==> config.mk <==
export PLATFORM = sky130hd
export DESIGN_NAME = alu_frame_ctrl_flat
export DESIGN_NICKNAME = d
export VERILOG_FILES = /design/src/rtl/alu_frame_ctrl_if.sv /design/src/rtl/alu_frame_ctrl.sv /design/src/flat_wrapper.sv
export SDC_FILE = /design/constraint.sdc
export NUM_CORES = 1
export LEC_CHECK = 0
export CORE_AREA = 2 2 101 103
export CTS_BUF_LIST = sky130_fd_sc_hd__clkbuf_16
export CTS_CLUSTER_SIZE = 30
export DETAILED_ROUTE_END_ITERATION = 10
export DIE_AREA = 0 0 103 105
export SLEW_MARGIN = 20
export SYNTH_ARGS = -nofsm -noshare
export SYNTH_HDL_FRONTEND = slang
export SYNTH_SLANG_ARGS = --single-unit
==> constraint.sdc <==
create_clock -name i_clk -period 1.9 [get_ports i_clk]
set_input_delay 0.38 -clock i_clk [delete_from_list [all_inputs] [get_ports i_clk]]
set_output_delay 0.38 -clock i_clk [all_outputs]
set_load 0.01 [all_outputs]
==> src/rtl/alu_frame_ctrl_if.sv <==
`default_nettype none
//============================================================================
// Module   : alu_frame_ctrl_if
// Brief    : RX stream, ALU operand/result, TX stream and status bundle.
// Revision : 1.0 - initial release
//============================================================================
interface alu_frame_ctrl_if #(
    parameter int NB_DATA = 8,
    parameter int NB_OP   = 6
);
    logic [NB_DATA-1:0] i_rx_data;
    logic               i_rx_valid;
    logic               o_rx_ready;

    logic [NB_DATA-1:0] o_alu_a;
    logic [NB_DATA-1:0] o_alu_b;
    logic [NB_OP-1:0]   o_alu_op;
    logic [NB_DATA-1:0] i_alu_result;
    logic               i_alu_zero;
    logic               i_alu_overflow;

    logic [NB_DATA-1:0] o_tx_data;
    logic               o_tx_valid;
    logic               i_tx_ready;

    logic               o_busy;
    logic               o_timeout;

    // The controller is the slave side; the surrounding top level is master.
    modport slave (
        input  i_rx_data, i_rx_valid, i_alu_result, i_alu_zero,
               i_alu_overflow, i_tx_ready,
        output o_rx_ready, o_alu_a, o_alu_b, o_alu_op, o_tx_data,
               o_tx_valid, o_busy, o_timeout
    );

    modport master (
        output i_rx_data, i_rx_valid, i_alu_result, i_alu_zero,
               i_alu_overflow, i_tx_ready,
        input  o_rx_ready, o_alu_a, o_alu_b, o_alu_op, o_tx_data,
               o_tx_valid, o_busy, o_timeout
    );
endinterface
`default_nettype wire

==> src/rtl/alu_frame_ctrl.sv <==
`default_nettype none
//============================================================================
// Module   : alu_frame_ctrl
// Brief    : Collects A,B,OP bytes, runs one ALU op, returns RESULT,FLAGS.
// Revision : 1.0 - initial release
//============================================================================
module alu_frame_ctrl #(
    parameter int NB_DATA     = 8,
    parameter int NB_OP       = 6,
    parameter int TIMEOUT_CYC = 1000000
) (
    input wire              i_clk,
    input wire              i_rst,
    alu_frame_ctrl_if.slave bus
);
    localparam int NB_CNT = (TIMEOUT_CYC > 1) ? $clog2(TIMEOUT_CYC) : 1;
    localparam logic [NB_CNT-1:0] c_cnt_max = NB_CNT'(TIMEOUT_CYC - 1);

    typedef enum logic [2:0] {
        ST_GET_A    = 3'd0,
        ST_GET_B    = 3'd1,
        ST_GET_OP   = 3'd2,
        ST_EXEC     = 3'd3,
        ST_SEND_RES = 3'd4,
        ST_SEND_FLG = 3'd5
    } state_t;

    state_t             r_state;
    state_t             w_state_next;
    logic [NB_CNT-1:0]  r_cnt;
    logic [NB_DATA-1:0] r_alu_a;
    logic [NB_DATA-1:0] r_alu_b;
    logic [NB_OP-1:0]   r_alu_op;
    logic [NB_DATA-1:0] r_res;
    logic [NB_DATA-1:0] r_flg;
    logic [NB_DATA-1:0] r_tx_data;
    logic               r_tx_valid;
    logic               r_timeout;

    logic               w_rx_ready;
    logic               w_accept;
    logic               w_in_wait;
    logic               w_expire;
    logic               w_inv;
    logic               w_tx_fire;
    logic [NB_DATA-1:0] w_flg;

    assign w_rx_ready = (r_state == ST_GET_A) || (r_state == ST_GET_B) ||
                        (r_state == ST_GET_OP);
    assign w_accept   = bus.i_rx_valid && w_rx_ready;
    assign w_in_wait  = (r_state == ST_GET_B) || (r_state == ST_GET_OP);
    // A byte landing on the expiring cycle takes priority over the abort.
    assign w_expire   = w_in_wait && !w_accept && (r_cnt == c_cnt_max);
    assign w_tx_fire  = r_tx_valid && bus.i_tx_ready;

    always_comb begin
        w_inv = 1'b1;
        case (r_alu_op)
            NB_OP'(6'b100000), NB_OP'(6'b100010), NB_OP'(6'b100100),
            NB_OP'(6'b100101), NB_OP'(6'b100110), NB_OP'(6'b100111),
            NB_OP'(6'b000011), NB_OP'(6'b000010): w_inv = 1'b0;
            default:                              w_inv = 1'b1;
        endcase
    end

    assign w_flg = NB_DATA'({w_inv, bus.i_alu_overflow, bus.i_alu_zero});

    always_ff @(posedge i_clk or posedge i_rst) begin
        if (i_rst) r_state <= ST_GET_A;
        else       r_state <= w_state_next;
    end

    always_comb begin
        w_state_next = r_state;
        case (r_state)
            ST_GET_A:    if (w_accept) w_state_next = ST_GET_B;
            ST_GET_B:    if (w_accept) w_state_next = ST_GET_OP;
                         else if (w_expire) w_state_next = ST_GET_A;
            ST_GET_OP:   if (w_accept) w_state_next = ST_EXEC;
                         else if (w_expire) w_state_next = ST_GET_A;
            ST_EXEC:     w_state_next = ST_SEND_RES;
            ST_SEND_RES: if (w_tx_fire) w_state_next = ST_SEND_FLG;
            ST_SEND_FLG: if (w_tx_fire) w_state_next = ST_GET_A;
            default:     w_state_next = ST_GET_A;
        endcase
    end

    always_ff @(posedge i_clk or posedge i_rst) begin
        if (i_rst) begin
            r_cnt      <= '0;
            r_alu_a    <= '0;
            r_alu_b    <= '0;
            r_alu_op   <= '0;
            r_res      <= '0;
            r_flg      <= '0;
            r_tx_data  <= '0;
            r_tx_valid <= 1'b0;
            r_timeout  <= 1'b0;
        end else begin
            r_timeout <= w_expire;

            if (w_in_wait && !w_accept && !w_expire) r_cnt <= r_cnt + NB_CNT'(1);
            else                                     r_cnt <= '0;

            if (w_expire) begin
                r_alu_a  <= '0;
                r_alu_b  <= '0;
                r_alu_op <= '0;
            end else if (w_accept) begin
                case (r_state)
                    ST_GET_A:  r_alu_a  <= bus.i_rx_data;
                    ST_GET_B:  r_alu_b  <= bus.i_rx_data;
                    ST_GET_OP: r_alu_op <= bus.i_rx_data[NB_OP-1:0];
                    default:   ;
                endcase
            end

            if (r_state == ST_EXEC) begin
                r_res <= bus.i_alu_result;
                r_flg <= w_flg;
            end

            // RESULT is presented one cycle into SEND_RES, then held until taken.
            if (r_state == ST_SEND_RES) begin
                if (!r_tx_valid) begin
                    r_tx_data  <= r_res;
                    r_tx_valid <= 1'b1;
                end else if (bus.i_tx_ready) begin
                    r_tx_data  <= r_flg;
                end
            end else if (r_state == ST_SEND_FLG && bus.i_tx_ready) begin
                r_tx_valid <= 1'b0;
            end
        end
    end

    assign bus.o_rx_ready = w_rx_ready;
    assign bus.o_alu_a    = r_alu_a;
    assign bus.o_alu_b    = r_alu_b;
    assign bus.o_alu_op   = r_alu_op;
    assign bus.o_tx_data  = r_tx_data;
    assign bus.o_tx_valid = r_tx_valid;
    assign bus.o_busy     = (r_state == ST_EXEC) || (r_state == ST_SEND_RES) ||
                            (r_state == ST_SEND_FLG);
    assign bus.o_timeout  = r_timeout;
endmodule
`default_nettype wire

==> src/flat_wrapper.sv <==
// flat-port wrapper written by rule: the top's interface ports become plain ports
module alu_frame_ctrl_flat 
#(
    parameter int NB_DATA     = 8,
    parameter int NB_OP       = 6,
    parameter int TIMEOUT_CYC = 1000000
)
  (i_clk, i_rst, bus_i_rx_data, bus_i_rx_valid, bus_i_alu_result, bus_i_alu_zero, bus_i_alu_overflow, bus_i_tx_ready, bus_o_rx_ready, bus_o_alu_a, bus_o_alu_b, bus_o_alu_op, bus_o_tx_data, bus_o_tx_valid, bus_o_busy, bus_o_timeout);
  alu_frame_ctrl_if #(.NB_DATA(NB_DATA), .NB_OP(NB_OP)) bus_i ();
  input wire i_clk;
  input wire i_rst;
  input wire logic [$bits(bus_i.i_rx_data)-1:0] bus_i_rx_data;
  input wire logic [$bits(bus_i.i_rx_valid)-1:0] bus_i_rx_valid;
  input wire logic [$bits(bus_i.i_alu_result)-1:0] bus_i_alu_result;
  input wire logic [$bits(bus_i.i_alu_zero)-1:0] bus_i_alu_zero;
  input wire logic [$bits(bus_i.i_alu_overflow)-1:0] bus_i_alu_overflow;
  input wire logic [$bits(bus_i.i_tx_ready)-1:0] bus_i_tx_ready;
  output wire logic [$bits(bus_i.o_rx_ready)-1:0] bus_o_rx_ready;
  output wire logic [$bits(bus_i.o_alu_a)-1:0] bus_o_alu_a;
  output wire logic [$bits(bus_i.o_alu_b)-1:0] bus_o_alu_b;
  output wire logic [$bits(bus_i.o_alu_op)-1:0] bus_o_alu_op;
  output wire logic [$bits(bus_i.o_tx_data)-1:0] bus_o_tx_data;
  output wire logic [$bits(bus_i.o_tx_valid)-1:0] bus_o_tx_valid;
  output wire logic [$bits(bus_i.o_busy)-1:0] bus_o_busy;
  output wire logic [$bits(bus_i.o_timeout)-1:0] bus_o_timeout;
  assign bus_i.i_rx_data = bus_i_rx_data;
  assign bus_i.i_rx_valid = bus_i_rx_valid;
  assign bus_i.i_alu_result = bus_i_alu_result;
  assign bus_i.i_alu_zero = bus_i_alu_zero;
  assign bus_i.i_alu_overflow = bus_i_alu_overflow;
  assign bus_i.i_tx_ready = bus_i_tx_ready;
  assign bus_o_rx_ready = bus_i.o_rx_ready;
  assign bus_o_alu_a = bus_i.o_alu_a;
  assign bus_o_alu_b = bus_i.o_alu_b;
  assign bus_o_alu_op = bus_i.o_alu_op;
  assign bus_o_tx_data = bus_i.o_tx_data;
  assign bus_o_tx_valid = bus_i.o_tx_valid;
  assign bus_o_busy = bus_i.o_busy;
  assign bus_o_timeout = bus_i.o_timeout;
  alu_frame_ctrl #(.NB_DATA(NB_DATA), .NB_OP(NB_OP), .TIMEOUT_CYC(TIMEOUT_CYC)) u_core (.i_clk(i_clk), .i_rst(i_rst), .bus(bus_i));
endmodule
==> flow_summary.json, run 1 <==
{
  "status": "complete, no violations",
  "wl_per_cell_um": 13.7,
  "setup_viol": 0,
  "synth_cell_types": 42,
  "placed_area_um2": 3800,
  "antenna_found_initial": 0,
  "hold_viol": 0,
  "die_area_um2": 10800,
  "hold_buffers": 0,
  "fmax_ghz": 0.570,
  "ys_seq_area_share_pct": 55.5,
  "num_vias": 2215,
  "yosysMostFrequentCell": "dfrtp_1",
  "rsz0062_at_grt": "no",
  "fin_ws_ns": 0.144,
  "syn_area_um2": 2980,
  "clkTransAtPathRegs_ns": 0.06,
  "arrival_ns": 1.97,
  "grt_usage_pct": 13.2,
  "crit_type": "reg2reg",
  "clk_latency_ns": 0.33,
  "crit_start": "u_core.r_cnt[10]",
  "fin_crit_ns": 1.76,
  "avgSynthCellArea_um2": 11.3,
  "syn_inst": 263,
  "drcViolationCount": 0,
  "overflow": 0,
  "io_buffers": 55,
  "worst-slew-pin-transition_ns": 0.559,
  "grt_max_degree": 67,
  "r2r_start": "u_core.r_cnt[10]",
  "synth_seq_cells": 66,
  "grt_first_pass_wirelength_um": 11100,
  "regToRegSetupSlack_ns": 0.14,
  "antenna_cells": 0,
  "worstPathRequired_ns": 2.11,
  "gp_congestion": 0.806,
  "power.density_nw_per_um2": 1470,
  "seqCellArea_um2": 1650,
  "ys.flop_type": "dfrtp_1",
  "async_flop_share_pct": 100,
  "core_um2": 9640,
  "swShare_pct": 31.4,
  "initialDrtViolationCount": 106,
  "die_h_um": 105,
  "syn_nets": 286,
  "fp-row-count": 36,
  "max_cap_viol_count": 0,
  "syn_to_final_growth_pct": 38.4,
  "yosysWarnings": 0,
  "grt_pass1_vias": 2262,
  "fill_cells": 929,
  "startpoint_type": "register",
  "synth_top_area_cell": "dfrtp_1",
  "slew_viol_final": 0,
  "cpMaxStageDelayCell": "dfrtp_1",
  "synth-edff-count": 0,
  "ant_nets": 0,
  "cts_tree": "yes",
  "max_stage_delay_ns": 0.42,
  "drive_gt1_share_pct": 17.3,
  "multi_input_area_um2": 1250,
  "p_int_mw": 4.16,
  "hpwl_um": 4410,
  "irDropWorstVdd_mv": 0.431,
  "yosys.area.top_type_share_pct": 55.5,
  "relSlewSlack_pct": 62.4,
  "path_cells": "nor4_1 > nand4_1 > nor3_2 > buf_12 > nor2_1",
  "synth_common_cells": "dfrtp_1 (66), nor2_1 (45), mux2i_1 (25)",
  "cts.sinks": 66,
  "io_pins": 56,
  "cts_buffers": 9,
  "via_per_inst": 4.67,
  "period_share_pct": 92.4,
  "p_total_mw": 6.06,
  "pwr-share-clk_pct": 26.8,
  "p_seq_share_pct": 37.1,
  "cts_root_buf": "clkbuf_16",
  "power.net_switching_mw": 1.90,
  "combinationalPowerShare_pct": 36.1,
  "pre_cts_slack_ns": -0.0604,
  "clock_skew_ns": 0.00402,
  "nets": 359,
  "cts_buffer_depth": 2,
  "p_leak_nw": 1.70,
  "synth_area_leaders": "dfrtp_1 (56%), mux2i_1 (8.4%), nor2_1 (5.7%), mux2_2 (3.8%), xnor2_1 (2.4%)",
  "worst-path-max-fanout": 22,
  "hold_start": "u_core.bus.o_tx_data[2]",
  "fin_area_um2": 4120,
  "hp-class": "reg2reg",
  "dr.pass1.iters": 4,
  "start_util_pct": 30.9,
  "die_width_um": 103,
  "routed_wl_um": 6490,
  "worstSetupEndpointType": "register",
  "htreeDepth": 3
}
-- area by class of cell --
class / instances / share of cell area [%]
Clock inverter: 7 / 1.70
Tap cell: 133 / 4.04
Timing Repair Buffer: 72 / 17.6
Clock buffer: 9 / 5.47
Multi-Input combinational cell: 181 / 30.4
Inverter: 6 / 0.638
Sequential cell: 66 / 40.2
-- cell usage in the layout (no fill, tap or decap), types with 3 or more instances in the layout --
| master | synthesis | routed |
|---|---|---|
| mux2i_1 | 25 | 25 |
| nor3_1 | 4 | 4 |
| a21oi_1 | 5 | 5 |
| buf_12 | 0 | 4 |
| clkinv_2 | 0 | 3 |
| mux2_2 | 10 | 10 |
| nand4_1 | 8 | 8 |
| a22o_1 | 5 | 5 |
| xor2_1 | 7 | 7 |
| clkdlybuf4s50_1 | 0 | 53 |
| nor2_1 | 45 | 45 |
| clkbuf_16 | 0 | 9 |
| nand3_1 | 7 | 7 |
| o21ai_0 | 9 | 9 |
| inv_1 | 6 | 5 |
| nand2_1 | 9 | 9 |
| and3_1 | 3 | 3 |
| nand2b_1 | 4 | 4 |
| buf_4 | 3 | 13 |
| xnor2_1 | 8 | 8 |
| nor4_1 | 4 | 4 |
| dfrtp_1 | 66 | 64 |
-- stage by stage --
stage / setup TNS (ns) / util (%) / hold slack (ns) / instances
6_report: 0 / 42.7 / 0.481 / 474
5_1_grt: 0 / 42.7 / 0.514 / 474
4_1_cts: 0 / 42.5 / 0.482 / 473
3_5_place_dp: -1.06 / 39.5 / 0.470 / 457
3_3_place_gp: -0.706 / 39.5 / 0.464 / 457
2_1_floorplan: 0 / - / 0.450 / 263
-- worst paths after layout --
check	endpoint	depth (start not counted)
setup reg to reg	u_core.bus.o_alu_b[3]	5
min in group asynchronous	u_core.bus.o_alu_b[1]	3
max in group asynchronous	u_core.r_state[2]	3
setup / recovery	u_core.bus.o_alu_b[3]	5
hold reg to reg	u_core.bus.o_tx_data[2]	2
hold / removal	u_core.bus.o_tx_data[2]	2
-- routing by layer --
metal / wire, um / global-route usage, %
met1: 3020 / 18.0
met2: 3060 / 19.5
met3: 329 / 4.28
met4: 78 / 4.98
met5: 0 / 0
-- power by group through the flow --
stage	Clock, mW	Sequential, mW	Combinational (mW)
finish	1.62	2.25	2.19
detailed placement	0	2.27	2.19
floorplan	0	2.31	1.02
global placement	0	2.25	2.15
CTS	1.66	2.25	2.19
global route	1.75	2.31	2.40
-- logic make-up after synthesis --
| logic type | Yosys count | synth area share (%) |
|---|---|---|
| buffers and inverters | 16 | 2.44 |
| AND/OR/NAND/NOR | 101 | 18.0 |
| flip-flops | 66 | 55.5 |
| adder cells (fa/ha/maj) | 1 | 0.420 |
| XOR/XNOR | 15 | 4.42 |
| AO/OA/AOI/OAI | 29 | 7.07 |
| multiplexers | 35 | 12.2 |
-- flip-flops by register name, summed over array words and instances, names as in the netlist --
name / cells
u_core.r_cnt: 20
u_core.bus.o_alu_a: 8
u_core.bus.o_alu_b: 8
u_core.bus.o_tx_data: 8
u_core.r_res: 8
u_core.bus.o_alu_op: 6
u_core.r_flg: 3
u_core.r_state: 3
u_core.bus.o_timeout: 1
u_core.bus.o_tx_valid: 1
-- repair_timing --
item                       in CTS  in global routing
resized for setup               4                  0
pin swaps                       0                  1
gates cloned                    0                  0
setup endpoints to repair       2                 24
setup buffers                   0                  1
-- worst max-delay path: cells and delay by family (launching register included) --
kind	cells	cell delay (ns)
DFF	1	0.42
buffers and inverters	1	0.19
and+or+nand+nor	4	1.03
Power figures use the tool's default switching activity.
==> run 2, diff against run 1 <==
Settings changed: CTS_CLUSTER_SIZE 30 to 28.
==> results of run 2 <==
The final DEF is identical to that of run 1; final timing and power are the same.
